===== src/rtl/dm_frame_reader_pkg.sv =====
// Shared types and constants for the dot-matrix frame reader.
// Holds the state encoding, the row index width and the GO/STOP test frames.
package dm_frame_reader_pkg;

    typedef enum logic [1:0] {
        ST_IDLE  = 2'd0,
        ST_BLANK = 2'd1,
        ST_SHOW  = 2'd2
    } state_t;

    localparam int ROW_W  = 3;
    localparam int N_ROWS = 8;

    // Row 0 sits in the top byte; a 0 bit lights the pixel.
    localparam logic [63:0] FRAME_GO   = 64'hF9_F6_FE_E6_F6_F9_FF_F3;
    localparam logic [63:0] FRAME_STOP = 64'hFF_E3_DD_BE_BE_DD_E3_FF;

    function automatic int max_int(input int a, input int b);
        return (a > b) ? a : b;
    endfunction

    function automatic logic [7:0] row_onehot(input logic [ROW_W-1:0] row);
        return 8'h01 << row;
    endfunction

    function automatic logic [7:0] row_byte(input logic [63:0] frame,
                                            input logic [ROW_W-1:0] row);
        int idx;
        idx = 8 * (N_ROWS - 1 - int'(row));
        return frame[idx +: 8];
    endfunction

endpackage


===== src/rtl/dm_frame_reader.sv =====
// Double-buffered 8x8 dot-matrix scanner: blanks, then lights each row in turn.
// New frames are swapped in only at a frame boundary, so no partial frame is ever shown.
//
//   state    | meaning
//   ST_IDLE  | no frame received yet, display dark
//   ST_BLANK | anti-ghosting gap before a row, display dark
//   ST_SHOW  | current row lit from the active buffer
module dm_frame_reader
    import dm_frame_reader_pkg::*;
#(
    parameter int ROW_CLKS   = 12_500,
    parameter int BLANK_CLKS = 2
) (
    input  logic        i_Clk,
    input  logic        i_Rst,
    input  logic [63:0] i_Data,
    input  logic        i_Valid,
    output logic        o_Ready,
    output logic [7:0]  o_DM_Col,
    output logic [7:0]  o_DM_Row,
    output logic        o_fDone
);

    localparam int MAX_CLKS = max_int(ROW_CLKS, BLANK_CLKS);
    localparam int CNT_W    = (MAX_CLKS > 1) ? $clog2(MAX_CLKS) : 1;
    localparam logic [CNT_W-1:0] ROW_LAST   = CNT_W'(ROW_CLKS - 1);
    localparam logic [CNT_W-1:0] BLANK_LAST = CNT_W'(BLANK_CLKS - 1);

    state_t             r_State;
    state_t             w_Next;
    logic [ROW_W-1:0]   r_Row;
    logic [CNT_W-1:0]   r_Cnt;
    logic [63:0]        r_Active;
    logic [63:0]        r_Pending;
    logic               r_PendFull;

    logic               w_Xfer;
    logic               w_BlankEnd;
    logic               w_RowEnd;
    logic               w_FrameEnd;

    assign o_Ready    = ~r_PendFull;
    assign w_Xfer     = i_Valid & ~r_PendFull;
    assign w_BlankEnd = (r_State == ST_BLANK) && (r_Cnt == BLANK_LAST);
    assign w_RowEnd   = (r_State == ST_SHOW) && (r_Cnt == ROW_LAST);
    assign w_FrameEnd = w_RowEnd && (r_Row == ROW_W'(N_ROWS - 1));

    always_ff @(posedge i_Clk or posedge i_Rst) begin
        if (i_Rst) begin
            r_State <= ST_IDLE;
        end else begin
            r_State <= w_Next;
        end
    end

    always_comb begin
        w_Next = r_State;
        case (r_State)
            ST_IDLE:  if (w_Xfer)     w_Next = ST_BLANK;
            ST_BLANK: if (w_BlankEnd) w_Next = ST_SHOW;
            ST_SHOW:  if (w_RowEnd)   w_Next = ST_BLANK;
            default:                  w_Next = ST_IDLE;
        endcase
    end

    always_comb begin
        o_DM_Row = 8'h00;
        o_DM_Col = 8'hFF;
        o_fDone  = 1'b0;
        if (r_State == ST_SHOW) begin
            o_DM_Row = row_onehot(r_Row);
            o_DM_Col = row_byte(r_Active, r_Row);
            o_fDone  = w_FrameEnd;
        end
    end

    // Dwell counter restarts at every phase change, so it never exceeds MAX_CLKS-1.
    always_ff @(posedge i_Clk or posedge i_Rst) begin
        if (i_Rst) begin
            r_Cnt <= '0;
            r_Row <= '0;
        end else begin
            if (r_State != w_Next) begin
                r_Cnt <= '0;
            end else if (r_State != ST_IDLE) begin
                r_Cnt <= r_Cnt + 1'b1;
            end
            if (w_RowEnd) begin
                r_Row <= r_Row + 1'b1;
            end
        end
    end

    // The first frame goes straight to active; later ones wait in pending for a frame end.
    always_ff @(posedge i_Clk or posedge i_Rst) begin
        if (i_Rst) begin
            r_Active   <= '0;
            r_Pending  <= '0;
            r_PendFull <= 1'b0;
        end else begin
            if (r_State == ST_IDLE) begin
                if (w_Xfer) begin
                    r_Active <= i_Data;
                end
            end else if (w_Xfer) begin
                r_Pending  <= i_Data;
                r_PendFull <= 1'b1;
            end else if (w_FrameEnd && r_PendFull) begin
                r_Active   <= r_Pending;
                r_PendFull <= 1'b0;
            end
        end
    end

endmodule


===== config.mk =====
export PLATFORM = sky130hd
export DESIGN_NAME = dm_frame_reader
export DESIGN_NICKNAME = d
export VERILOG_FILES = /design/src/rtl/dm_frame_reader_pkg.sv /design/src/rtl/dm_frame_reader.sv
export SDC_FILE = /design/constraint.sdc
export NUM_CORES = 1
export LEC_CHECK = 0
export BUFFER_PORTS_ARGS = -buffer_cell sky130_fd_sc_hd__buf_2
export CORE_MARGIN = 1.5
export CORE_UTILIZATION = 45
export CTS_CLUSTER_SIZE = 12
export DETAILED_ROUTE_END_ITERATION = 10
export PLACE_DENSITY = 0.67
export RECOVER_POWER = 50
export SYNTH_ARGS = -nofsm -noshare
export SYNTH_HDL_FRONTEND = slang
export SYNTH_SLANG_ARGS = --single-unit
export TNS_END_PERCENT = 30

===== constraint.sdc =====
create_clock -name i_Clk -period 5.8 [get_ports i_Clk]
set_clock_uncertainty 0.05 [all_clocks]
set_input_delay 0.58 -clock i_Clk [delete_from_list [all_inputs] [get_ports i_Clk]]
set_output_delay 0.58 -clock i_Clk [all_outputs]
set_load 0.01 [all_outputs]

==> metrics <==
Fin Hold WS=347 ps; via count=5007; DRC Markers=0; port bufs=84; largest net degree at the start of global routing=84; Buf/Inv on CP=2; placed instance area=8090 sq um; post-synth cell types=40; failing checks=max-capacitance violations, max-slew violations; EDFF count, synth=0; CP endpoint kind=flop; CP startpoint kind=flop; sequential share of the synthesized area=0.489; Power Total=2.32 mW; TNS Setup=0 ps; Layout Nets=740; met2 Use GR=0.318; critical path class=reg2reg; design area=8700 sq um; RSZ-0062 raised after global routing=false; post-route ant nets=0; most frequent cells in the layout=dfrtp_1 (148), buf_2 (83), nor2_1 (78); min Tclk post-route=3720 ps; vias per cell=5.58; outcome=finished, violations left; R2R Setup Slk=2080 ps; Final Util=0.526; final setup fails=0; critical path's top delay family=buffers and inverters; Layout fillers=1423; Min-Delay Startpoint=i_Data[4]; CTS Buffer Depth=2; CTS Hold Bufs=0; initial antenna violation count=0; Worst-path clk slew=60 ps; Antenna Cells=0; CP Cell Sequence=nor2_4 > buf_4 > clkbuf_1 > mux2i_1 > a22oi_2; critical path's largest stage delay=1610 ps; syn_nets=676; share of layout cells above drive strength 1=0.395; Least-Margin Pin Slew=3690 ps; die area=17600 sq um; hold path cells=2; Syn. warnings=0; GRT met1 Usage=0.268; path category of the worst min-delay check=in2reg; routing usage on met3=0.0487; grt peak-use layer=met2; Cell Area, Synth=7570 sq um; worst skew pair latency=430 ps; CORE AREA=16500 sq um; global route overflow=0; vias in the first global route=5185; Clock Tree Root=clkbuf_16; post-DP HPWL=11000 um; # rows=47; Avg Inst Size Synth=12.6 sq um; Max VDD drop=207 uV; Die X=133 um; Die H=133 um; Leakage=3.89 nW; Total GRT Usage=0.200; global-route wire length before repair=27300 um; Initial Utilization=0.458; final period utilization=0.641; routability-driven placement congestion ratio=0.841; DRT Wirelength=16600 um; PostCTS Resize Cnt=0; Synth Flop Type=dfrtp_1; Slew HR=-1.47; r2r startpoint=r_State[0]; DR pass1 iterations=4; Syn Inst Count=601; most common cell after layout, fill and taps aside=dfrtp_1; Worst Path Required=6090 ps; clock sink count=148; Synth async-reset ratio=1.00; number of buffers created by CTS=17; RR Endpoint=r_Active[54]; final max-slew violation count=145; Layout area overhead=14.9%; CTS tree=done; I/O Pins=85; Post-CTS Setup Bufs=0; CP max-delay cell=clkbuf_1; R2R depth=5; synthesized flop and latch total=148; drt initial violations=308; Arrival @ worst endpoint=4010 ps; WHS Endpoint=r_Pending[4]; Fmax=269 MHz; MaxCap Viol Count=3; CP max FO=36; H-tree depth=4; Fin. Hold Viols=0; DR WL/cell=18.5 um; PwrDens=267 nW/um^2
==> cell usage after synthesis, drive strengths merged, types with 2 or more instances <==
cell / instances / area share
nor2: 79 / 0.039
nand2b: 3 / 0.0025
a31oi: 2 / 0.0017
mux4: 16 / 0.048
buf: 31 / 0.028
a221oi: 2 / 0.0023
nor3: 3 / 0.0026
nor4: 6 / 0.0069
and3: 8 / 0.0066
clkbuf: 15 / 0.0074
a22oi: 65 / 0.10
inv: 7 / 0.0035
nand2: 22 / 0.011
o21ai: 7 / 0.0061
ha: 8 / 0.013
nand3: 16 / 0.011
a21oi: 2 / 0.0013
xor2: 4 / 0.0046
xnor2: 9 / 0.010
nand4: 5 / 0.0061
nor2b: 4 / 0.0033
mux2i: 64 / 0.085
and2: 2 / 0.0017
dfrtp: 148 / 0.49
mux2: 65 / 0.097
==> cells by family after synthesis <==
kind of cell / count (synthesis) / share of synthesized area
AO/OA/AOI/OAI: 82 / 0.120
XOR/XNOR: 13 / 0.0150
adder cells (fa/ha/maj): 8 / 0.0132
buffers and inverters: 53 / 0.0392
flip-flops: 148 / 0.489
multiplexers: 145 / 0.229
AND/OR/NAND/NOR: 152 / 0.0945
==> stage by stage <==
stage	worst slack [ps]	instances
3_3_place_gp	2470	866
2_1_floorplan	1190	601
4_1_cts	2340	898
3_5_place_dp	2350	866
6_report	2080	898
5_1_grt	1810	898
==> worst register-to-register path, cell delays in order (launching register included) <==
cell      delay (ps)
dfrtp_1          510
nor2_4           160
buf_4            490
clkbuf_1        1660
mux2i_1          450
a22oi_2          290
==> sequential cells by signal (all words and copies together), names as in the netlist <==
| signal | count |
|---|---|
| r_Active | 64 |
| r_State | 2 |
| r_PendFull | 1 |
| r_Row | 3 |
| r_Pending | 64 |
| r_Cnt | 14 |
==> layout make-up <==
class | instances | area, sq um | share of cell area
clock buffer | 19 | 443 | 0.0509
clock inverter | 13 | 183 | 0.0210
inverter | 7 | 27.5 | 0.00317
multi-input combinational | 400 | 3590 | 0.413
sequential | 148 | 3700 | 0.426
tap | 220 | 275 | 0.0317
timing repair buffer | 91 | 477 | 0.0548
==> worst max path at each step <==
stage | end | cells past startpoint | startpoint
after global placement | r_Active[61] | 6 | r_Row[0]
final | r_Active[54] | 5 | r_State[0]
after floorplan | r_Active[0] | 1 | i_Rst
after CTS | r_Active[60] | 6 | r_Row[0]
after global routing | r_Pending[47] | 3 | i_Rst
after detailed placement | r_Active[59] | 6 | r_Row[0]
==> per-layer routing <==
metal	up-vias	routed length (um)
met5	-	0
met1	2566	7410
met2	114	8140
met4	0	266
li1	2308	-
met3	19	762
==> power breakdown <==
part           internal [mW]  switching [mW]  leakage [nW]
Combinational         0.0409          0.0522          1.62
Sequential              1.06          0.0108          1.97
Clock                  0.729           0.435         0.295
Note: power is estimated with default switching activity, not from simulation.
